`config.mk`:
```
export PLATFORM = sky130hd
export DESIGN_NAME = roi_mask_writer
export DESIGN_NICKNAME = d
export VERILOG_FILES = /design/src/rtl/roi_mask_writer.sv
export SDC_FILE = /design/constraint.sdc
export NUM_CORES = 1
export LEC_CHECK = 0
export BUFFER_PORTS_ARGS = -buffer_cell sky130_fd_sc_hd__buf_2
export CAP_MARGIN = 20
export CORE_MARGIN = 5
export CORE_UTILIZATION = 55
export DETAILED_ROUTE_END_ITERATION = 10
export GPL_TIMING_DRIVEN = 0
export PLACE_DENSITY = 0.75
export SLEW_MARGIN = 20
export SYNTH_ARGS = -nofsm -noshare
export SYNTH_HDL_FRONTEND = slang
export SYNTH_SLANG_ARGS = --single-unit
export TNS_END_PERCENT = 30
```
`constraint.sdc`:
```
create_clock -name clk -period 6 [get_ports clk]
set_input_delay 0.6 -clock clk [delete_from_list [all_inputs] [get_ports clk]]
set_output_delay 0.6 -clock clk [all_outputs]
set_load 0.01 [all_outputs]
```
`src/rtl/roi_mask_writer.sv`:
```
// roi_mask_writer: streams the 112x112 ROI capture mask as 784 row-major 16-bit words.
// Optional ROI_MASK_INVERT_EN adds an invert input that complements every mask bit.
module roi_mask_writer #(
    parameter int RESOLUTION = 112,
    parameter int WORD_W     = 16,
    parameter int ADDR_W     = 10
) (
    input  logic              clk,
    input  logic              reset_n,
    input  logic              start,
    input  logic [6:0]        row_start,
    input  logic [6:0]        row_end,
    input  logic [6:0]        col_start,
    input  logic [6:0]        col_end,
`ifdef ROI_MASK_INVERT_EN
    input  logic              invert,
`endif
    input  logic              wr_ready,
    output logic              write_enable,
    output logic [ADDR_W-1:0] addr,
    output logic [WORD_W-1:0] data,
    output logic              busy,
    output logic              done,
    output logic              error
);
    localparam int         WPR       = RESOLUTION / WORD_W;
    localparam logic [6:0] LAST_ROW  = 7'(RESOLUTION - 1);
    localparam logic [2:0] LAST_WORD = 3'(WPR - 1);

    typedef enum logic [1:0] {IDLE, WRITE, DONE} state_t;

    state_t            r_state, w_next;
    logic [6:0]        r_row, r_rs, r_re, r_cs, r_ce;
    logic [6:0]        w_row, w_rs, w_re, w_cs, w_ce;
    logic [2:0]        r_word, w_word;
    logic              r_inv, w_inv, w_inv_in, r_err;
    logic              w_valid, w_accept, w_xfer, w_last;
    logic [ADDR_W-1:0] r_addr, w_addr;
    logic [WORD_W-1:0] r_data, w_data;

`ifdef ROI_MASK_INVERT_EN
    assign w_inv_in = invert;
`else
    assign w_inv_in = 1'b0;
`endif

    function automatic logic [WORD_W-1:0] f_mask(input logic [6:0] row, input logic [2:0] word,
                                                 input logic [6:0] rs, input logic [6:0] re,
                                                 input logic [6:0] cs, input logic [6:0] ce,
                                                 input logic inv);
        logic [7:0] col;
        for (int b = 0; b < WORD_W; b++) begin
            col = 8'(word) * 8'(WORD_W) + 8'(b);
            f_mask[b] = inv ^ (row >= rs && row <= re && col >= {1'b0, cs} && col <= {1'b0, ce});
        end
    endfunction

    // addr/data are precomputed for the position the next cycle will present, keeping them registered
    always_comb begin
        w_valid  = row_start <= LAST_ROW && row_end <= LAST_ROW && col_start <= LAST_ROW &&
                   col_end <= LAST_ROW && row_start <= row_end && col_start <= col_end;
        w_accept = start && r_state == IDLE && w_valid;
        w_xfer   = r_state == WRITE && wr_ready;
        w_last   = r_row == LAST_ROW && r_word == LAST_WORD;
        w_rs     = w_accept ? row_start : r_rs;
        w_re     = w_accept ? row_end   : r_re;
        w_cs     = w_accept ? col_start : r_cs;
        w_ce     = w_accept ? col_end   : r_ce;
        w_inv    = w_accept ? w_inv_in  : r_inv;
        w_row    = w_accept ? '0 : (w_xfer && !w_last && r_word == LAST_WORD) ? r_row + 7'd1 : r_row;
        w_word   = w_accept ? '0 : (w_xfer && !w_last) ? (r_word == LAST_WORD ? '0 : r_word + 3'd1) : r_word;
        w_next   = r_state == IDLE  ? (w_accept ? WRITE : IDLE) :
                   r_state == WRITE ? ((w_xfer && w_last) ? DONE : WRITE) : IDLE;
        w_addr   = w_next == WRITE ? ADDR_W'(w_row) * ADDR_W'(WPR) + ADDR_W'(w_word) : '0;
        w_data   = w_next == WRITE ? f_mask(w_row, w_word, w_rs, w_re, w_cs, w_ce, w_inv) : '0;
    end

    always_ff @(posedge clk or negedge reset_n) begin
        if (!reset_n) begin
            r_state <= IDLE;
            r_row   <= '0;
            r_word  <= '0;
            r_rs    <= '0;
            r_re    <= '0;
            r_cs    <= '0;
            r_ce    <= '0;
            r_inv   <= 1'b0;
            r_err   <= 1'b0;
            r_addr  <= '0;
            r_data  <= '0;
        end else begin
            r_state <= w_next;
            r_row   <= w_row;
            r_word  <= w_word;
            r_rs    <= w_rs;
            r_re    <= w_re;
            r_cs    <= w_cs;
            r_ce    <= w_ce;
            r_inv   <= w_inv;
            r_err   <= start && r_state == IDLE && !w_valid;
            r_addr  <= w_addr;
            r_data  <= w_data;
        end
    end

    assign write_enable = r_state == WRITE;
    assign busy         = r_state != IDLE;
    assign done         = r_state == DONE;
    assign error        = r_err;
    assign addr         = r_addr;
    assign data         = r_data;
endmodule

```
# After elaboration in Yosys (flattened, before gate mapping)
# Index checks and enable logic that the tools add are counted.
[word_totals]
regBits = 68
wordCells = 157
[classes]
n_addsub = 18
multipliers = 1
order_cmp = 40
eq_ne = 5
mux = 16
bitwise = 16
reduce_logical = 50
[op_table]
columns = ["operator", "count"]
rows = [
  ["$ge A8 B7 Y1", 15],
  ["$le A8 B7 Y1", 15],
  ["$add A7 B4 Y8 const B", 8],
  ["$logic_and A1 B1 Y1", 46],
  ["$mux W7", 6],
  ["$add A7 B3 Y8 const B", 4],
  ["$le A7 B7 Y1", 4],
  ["$le A7 B7 Y1 const B", 4],
  ["$add A7 B2 Y8 const B", 2],
  ["$mux W16", 1],
  ["$xor A1 B1 Y1", 16],
  ["$ge A7 B7 Y1", 2],
  ["$add A10 B3 Y10", 1],
  ["$mul A7 B3 Y10 const B", 1],
  ["$mux W10", 1],
  ["$mux W3", 3],
  ["$add A7 B1 Y8 const B", 1],
  ["$add A7 B1 Y7 const B", 1],
  ["$eq A7 B7 Y1 const B", 1],
  ["$mux W2", 3],
  ["$eq A2 B1 Y1 const B", 2],
  ["$add A3 B1 Y3 const B", 1],
  ["$eq A3 B3 Y1 const B", 1],
  ["$eq A2 B2 Y1 const B", 1],
  ["other kinds (4)", 6],
]

# Longest topological paths before layout
[depth]
word_depth = 14
depth_mapped = 25
depth_no_buf = 23

# Least setup slack after synthesis
# No wires, ideal clock.
[synth_path]
path_type = "input -> register"
start = "input port col_end[2]"
end = "register r_addr[9] (netlist: addr[9])"
setup_ns = 0.126
t_arrival_ns = 5.390
path_slack_ns = 0.485
stages = 25
path_buffers = 6
cell_sequence = "clkbuf_1 inv_1 ha_1 nand4_1 nand2b_1 a21oi_1 or4_1 buf_2 clkbuf_1 clkbuf_1 buf_1 clkbuf_1 nand2_1 inv_1 fa_1 ha_1 ha_1 o21ai_0 nand2b_1 a21oi_1 o21bai_1 a21o_1 a21oi_1 xor2_1 nor2_1"
[synth_via]
elab_chain_len = 9
word_cells_on_any_way = 14
classes_between = "add/sub: 1; mul: 1; order compare: 2; eq/ne: 1; mux: 5; reduce/logical: 4"
[synth_lines]
columns = ["item", "line", "source"]
rows = [
  ["start, declared", "14", "input logic [6:0] col_end,"],
  ["$le A7 B7 Y1", "61", "col_end <= LAST_ROW && row_start <= row_end && col_start <= col_end;"],
  ["$logic_and A1 B1 Y1", "60", "w_valid = row_start <= LAST_ROW && row_end <= LAST_ROW && col_start <= LAST_ROW &&"],
  ["$logic_and A1 B1 Y1", "61", ""],
  ["$logic_and A1 B1 Y1 *", "61", ""],
  ["$logic_and A1 B1 Y1 *", "62", "w_accept = start && r_state == IDLE && w_valid;"],
  ["$mux W7 *", "70", "w_row = w_accept ? '0 : (w_xfer && !w_last && r_word == LAST_WORD) ? r_row + 7'd1 : r_row;"],
  ["named net w_row[4]", "34", "logic [6:0] w_row, w_rs, w_re, w_cs, w_ce;"],
  ["$mul A7 B3 Y10 *", "74", "w_addr = w_next == WRITE ? ADDR_W'(w_row) * ADDR_W'(WPR) + ADDR_W'(w_word) : '0;"],
  ["$add A10 B3 Y10 *", "74", ""],
  ["$mux W10 *", "74", ""],
  ["named net w_addr[9]", "38", "logic [ADDR_W-1:0] r_addr, w_addr;"],
  ["end signal, assigned", "101", "r_addr <= w_addr;"],
  ["end, declared", "38", ""],
]
# The timed path passes the listed nets; every way through them passes the cells marked *.

# Worst setup path after layout
[layout_path]
start = "input port row_start[4]"
end = "register r_addr[9] (netlist: addr[9])"
[layout_via]
elab_chain_len = 11
word_cells_on_any_way = 16
classes_between = "add/sub: 1; mul: 1; order compare: 2; eq/ne: 1; mux: 5; reduce/logical: 6"
[layout_lines]
columns = ["item", "line", "source"]
rows = [
  ["start, declared", "11", "input logic [6:0] row_start,"],
  ["$le A7 B7 Y1", "60", ""],
  ["$logic_and A1 B1 Y1 (3 in a row)", "60", ""],
  ["$logic_and A1 B1 Y1 * (2 in a row)", "61", ""],
  ["$logic_and A1 B1 Y1 *", "62", ""],
  ["$mux W7 *", "70", ""],
  ["named net w_row[4]", "34", ""],
  ["$mul A7 B3 Y10 *", "74", ""],
  ["$add A10 B3 Y10 *", "74", ""],
  ["$mux W10 *", "74", ""],
  ["named net w_addr[9]", "38", ""],
]
# Marked as above.

==> results.yml <==
critical_path:
  critical_path_class: "input pin to register"
  timing.critical_path.from_type: "input pin"
  critical_path.endpoint_type: "register"
  cp.required_ns: 6.23
  crit_path_max_fanout: 10
  timing.rr.start: "r_state[0]"
  arr_time_crit_path_ns: 5.85
  r2r_setup_slack_ns: 0.73
  worst_setup_path_startpoint: "row_start[4]"
  reg2regPathDepth: 21
  reg2reg_to: "addr[9]"
  crit_path_to: "addr[9]"
timing:
  final_min_period_over_clock_period: 0.936
  worst-slew-pin-transition_ns: 0.775
  timing.final.crit_period_ns: 5.62
  worst_slew_margin_rel: 0.483
  grt_setup_unrepaired: "false"
  worst_slack_ns: 0.382
  finalMaxSlewViolations: 0
  number_of_endpoints_failing_setup_at_the_final_stage: 0
  hold_violations_final: 0
  fmax_ghz: 0.178
  skew_ns: 0.0109
global_routing:
  track_usage: 0.236
  wire_length_of_the_first_global_routing_pass_mm: 21.2
  grt_max_degree: 36
  grt.overflow.total: 0
  grt_antenna_before_repair: 0
  first_global_vias: 4377
floorplanning:
  start_util: 0.562
  floorplan.die.height_um: 104
  floorplan.die.width_um: 104
  design.core.area_mm2: 0.00868
  floorplan.rows: 34
  die_outline_area_mm2: 0.0109
  io_pins: 62
route:
  drt-vias-per-instance: 5.97
  postRouteAntennaNets: 0
  drt_drc_violations_left: 0
  wire_per_inst_um: 17.6
  drtPass1Iterations: 6
  dr.first_iter.drc_count: 358
  routed-via-count: 4277
  route.final.wire_length_mm: 12.6
clocking:
  cts_inserted_buffers: 9
  clk_path_buf_depth: 2
  worst_setup_hold_path_clk_slew_ns: 0.08
  cts_tree: "built"
  worst_skew_pair.late_latency_ns: 0.35
  postCtsHoldBufs: 0
  cts_root_buf: "sky130_fd_sc_hd__clkbuf_8"
  clkSinkCount: 68
  post_cts_setup_bufs: 0
  h_tree_levels: 3
placement:
  buffer_ports.inserted: 60
  detailed_place.area_mm2: 0.00534
  weighted_congestion_reported_at_the_end_of_routability_driven_placement: 0.938
  placement.setup.worst_slack_ns: -0.879
  detailed_place_hpwl_mm: 9.76
logic_synthesis:
  most_used_dff_post_synth: "sky130_fd_sc_hd__dfrtp_1"
  synth-seq-area-share: 0.349
  synth_cell_types: 59
  synthDominantCellAreaShare: 0.349
  yosysWarningCount: 0
  edff_count_synth: 0
  synth_area_per_cell_um2: 9.17
  yosysTopAreaCell: "sky130_fd_sc_hd__dfrtp_1"
  synth_top_cells_by_area: "sky130_fd_sc_hd__dfrtp_1 (35%), sky130_fd_sc_hd__ha_1 (13%), sky130_fd_sc_hd__mux2i_1 (5.1%)"
  syn-cell-area_mm2: 0.00488
  ys_ff_latch: 68
  synth_fp_nets: 622
  synthesis.instances: 532
  postSynth.asyncResetShare: 1.00
power_and_ir_drop:
  p_per_area_mw_per_mm2: 397
  peakVddDrop_uv: 188
  leakage_nw: 3.01
  fin_total_pwr_mw: 2.19
finish:
  finish.utilization: 0.636
  fillCellCount: 755
  reg_area_mm2: 0.00170
  final_cell_mix: "sky130_fd_sc_hd__dfrtp_1 (68), sky130_fd_sc_hd__buf_2 (66), sky130_fd_sc_hd__inv_1 (57), sky130_fd_sc_hd__ha_1 (51), sky130_fd_sc_hd__nor2_1 (42)"
  final_layout_size_suffix_gt1_frac: 0.183
  layout.cells.most_common: "sky130_fd_sc_hd__dfrtp_1"
  diode_count: 0
  final_nets: 694
  multi_input_area_mm2: 0.00289
  fin_area_mm2: 0.00552
  area_growth_pct: 13.1
min_path:
  hold_class: "input pin to async pin"
job:
  drv_cap: 0
run_status:
  run_status: "completed"
==> how the worst min path moves through the flow <==
stage          startpoint      end  slack, ns  depth (start not counted)
2_1_floorplan     reset_n  addr[0]       0.30                          0
6_report          reset_n  addr[9]       0.19                          1
3_3_place_gp      r_rs[4]  r_rs[4]       0.46                          2
4_1_cts           reset_n  addr[8]       0.20                          1
5_1_grt           reset_n  addr[8]       0.23                          1
3_5_place_dp      r_rs[4]  r_rs[4]       0.46                          2
==> stage by stage <==
| step | hold WS, ns | cells | TNS (ns) |
|---|---|---|---|
| floorplan | 0.304 | 532 | 0 |
| global placement | 0.456 | 700 | -10.99 |
| detailed placement | 0.459 | 701 | -11.69 |
| CTS | 0.204 | 716 | 0 |
| global route | 0.228 | 716 | 0 |
| finish | 0.189 | 716 | 0 |
==> routing by layer <==
layer  global-route usage  vias up  share of wire
met5                    0        -              0
met1                0.325     2065           0.45
li1                     -     2030              -
met4               0.0749        0          0.013
met3               0.0441       16          0.071
met2                0.378      166           0.47
==> Yosys cell counts, drive strengths merged (2+ instances only) <==
library cell,count
a2111oi,2
a211oi,4
a21o,13
a21oi,35
a221oi,3
a311oi,2
a31oi,8
and2,5
and3,9
buf,6
clkbuf,13
dfrtp,68
fa,7
ha,51
inv,58
maj3,2
mux2,2
mux2i,27
nand2,36
nand2b,4
nand3,13
nand3b,5
nand4,8
nor2,42
nor2b,8
nor3,16
nor4,11
o211ai,4
o21a,3
o21ai,23
o21bai,3
o22ai,5
o2bb2ai,2
o311ai,2
o31ai,2
or2,2
or3,3
xnor2,6
xor2,8
==> power by group <==
part	total [mW]	switching, mW	leakage, nW	internal (mW)
registers	0.573	0.0368	0.919	0.536
logic	1.28	0.757	2.01	0.528
clock network	0.333	0.187	0.0779	0.146
total	2.19	0.981	3.01	1.21
==> worst max-delay path: stages <==
cell                       delay (ns)
sky130_fd_sc_hd__buf_2           0.12
sky130_fd_sc_hd__ha_1            0.33
sky130_fd_sc_hd__a211oi_1        0.25
sky130_fd_sc_hd__o21bai_1        0.13
sky130_fd_sc_hd__o22a_1          0.21
sky130_fd_sc_hd__or4_1           0.59
sky130_fd_sc_hd__buf_2           0.25
sky130_fd_sc_hd__buf_2           0.23
sky130_fd_sc_hd__buf_2           0.21
sky130_fd_sc_hd__buf_2           0.23
sky130_fd_sc_hd__buf_2           0.22
sky130_fd_sc_hd__nand2_1         0.14
sky130_fd_sc_hd__inv_2           0.12
sky130_fd_sc_hd__fa_1            0.47
sky130_fd_sc_hd__ha_1            0.30
sky130_fd_sc_hd__ha_1            0.34
sky130_fd_sc_hd__o21ai_0         0.09
sky130_fd_sc_hd__nand2b_1        0.12
sky130_fd_sc_hd__a21oi_1         0.19
sky130_fd_sc_hd__o21bai_1        0.12
sky130_fd_sc_hd__a21o_1          0.20
sky130_fd_sc_hd__a21oi_1         0.16
sky130_fd_sc_hd__xor2_1          0.17
sky130_fd_sc_hd__nor2_1          0.05
==> state kept, by name, indices dropped and copies added (netlist names) <==
register  cells
r_row         7
r_ce          7
data         16
r_word        3
r_state       2
r_cs          7
r_rs          7
addr         10
r_inv         1
error         1
r_re          7
==> area by class of cell <==
type                            instances  area share
Buffer                                 19      0.0170
Clock buffer                           10      0.0231
Clock inverter                          5     0.00544
Inverter                               58      0.0395
Multi-Input combinational cell        387       0.524
Sequential cell                        68       0.308
Tap cell                              108      0.0245
Timing Repair Buffer                   61      0.0585
==> cells by family after synthesis <==
logic type | synth area share
compound gates | 0.162
mux | 0.0616
fa+ha+maj | 0.164
simple gates | 0.176
xor+xnor | 0.0251
buf+inv | 0.0623
flops | 0.349
==> timing repair <==
| item | in CTS | in global routing |
|---|---|---|
| endpoints found under the hold margin | 0 | 0 |
| resized for setup | 5 | 10 |
| cloned | 0 | 0 |
| setup endpoints to repair | 20 | 16 |
Power figures use the tool's default switching activity.
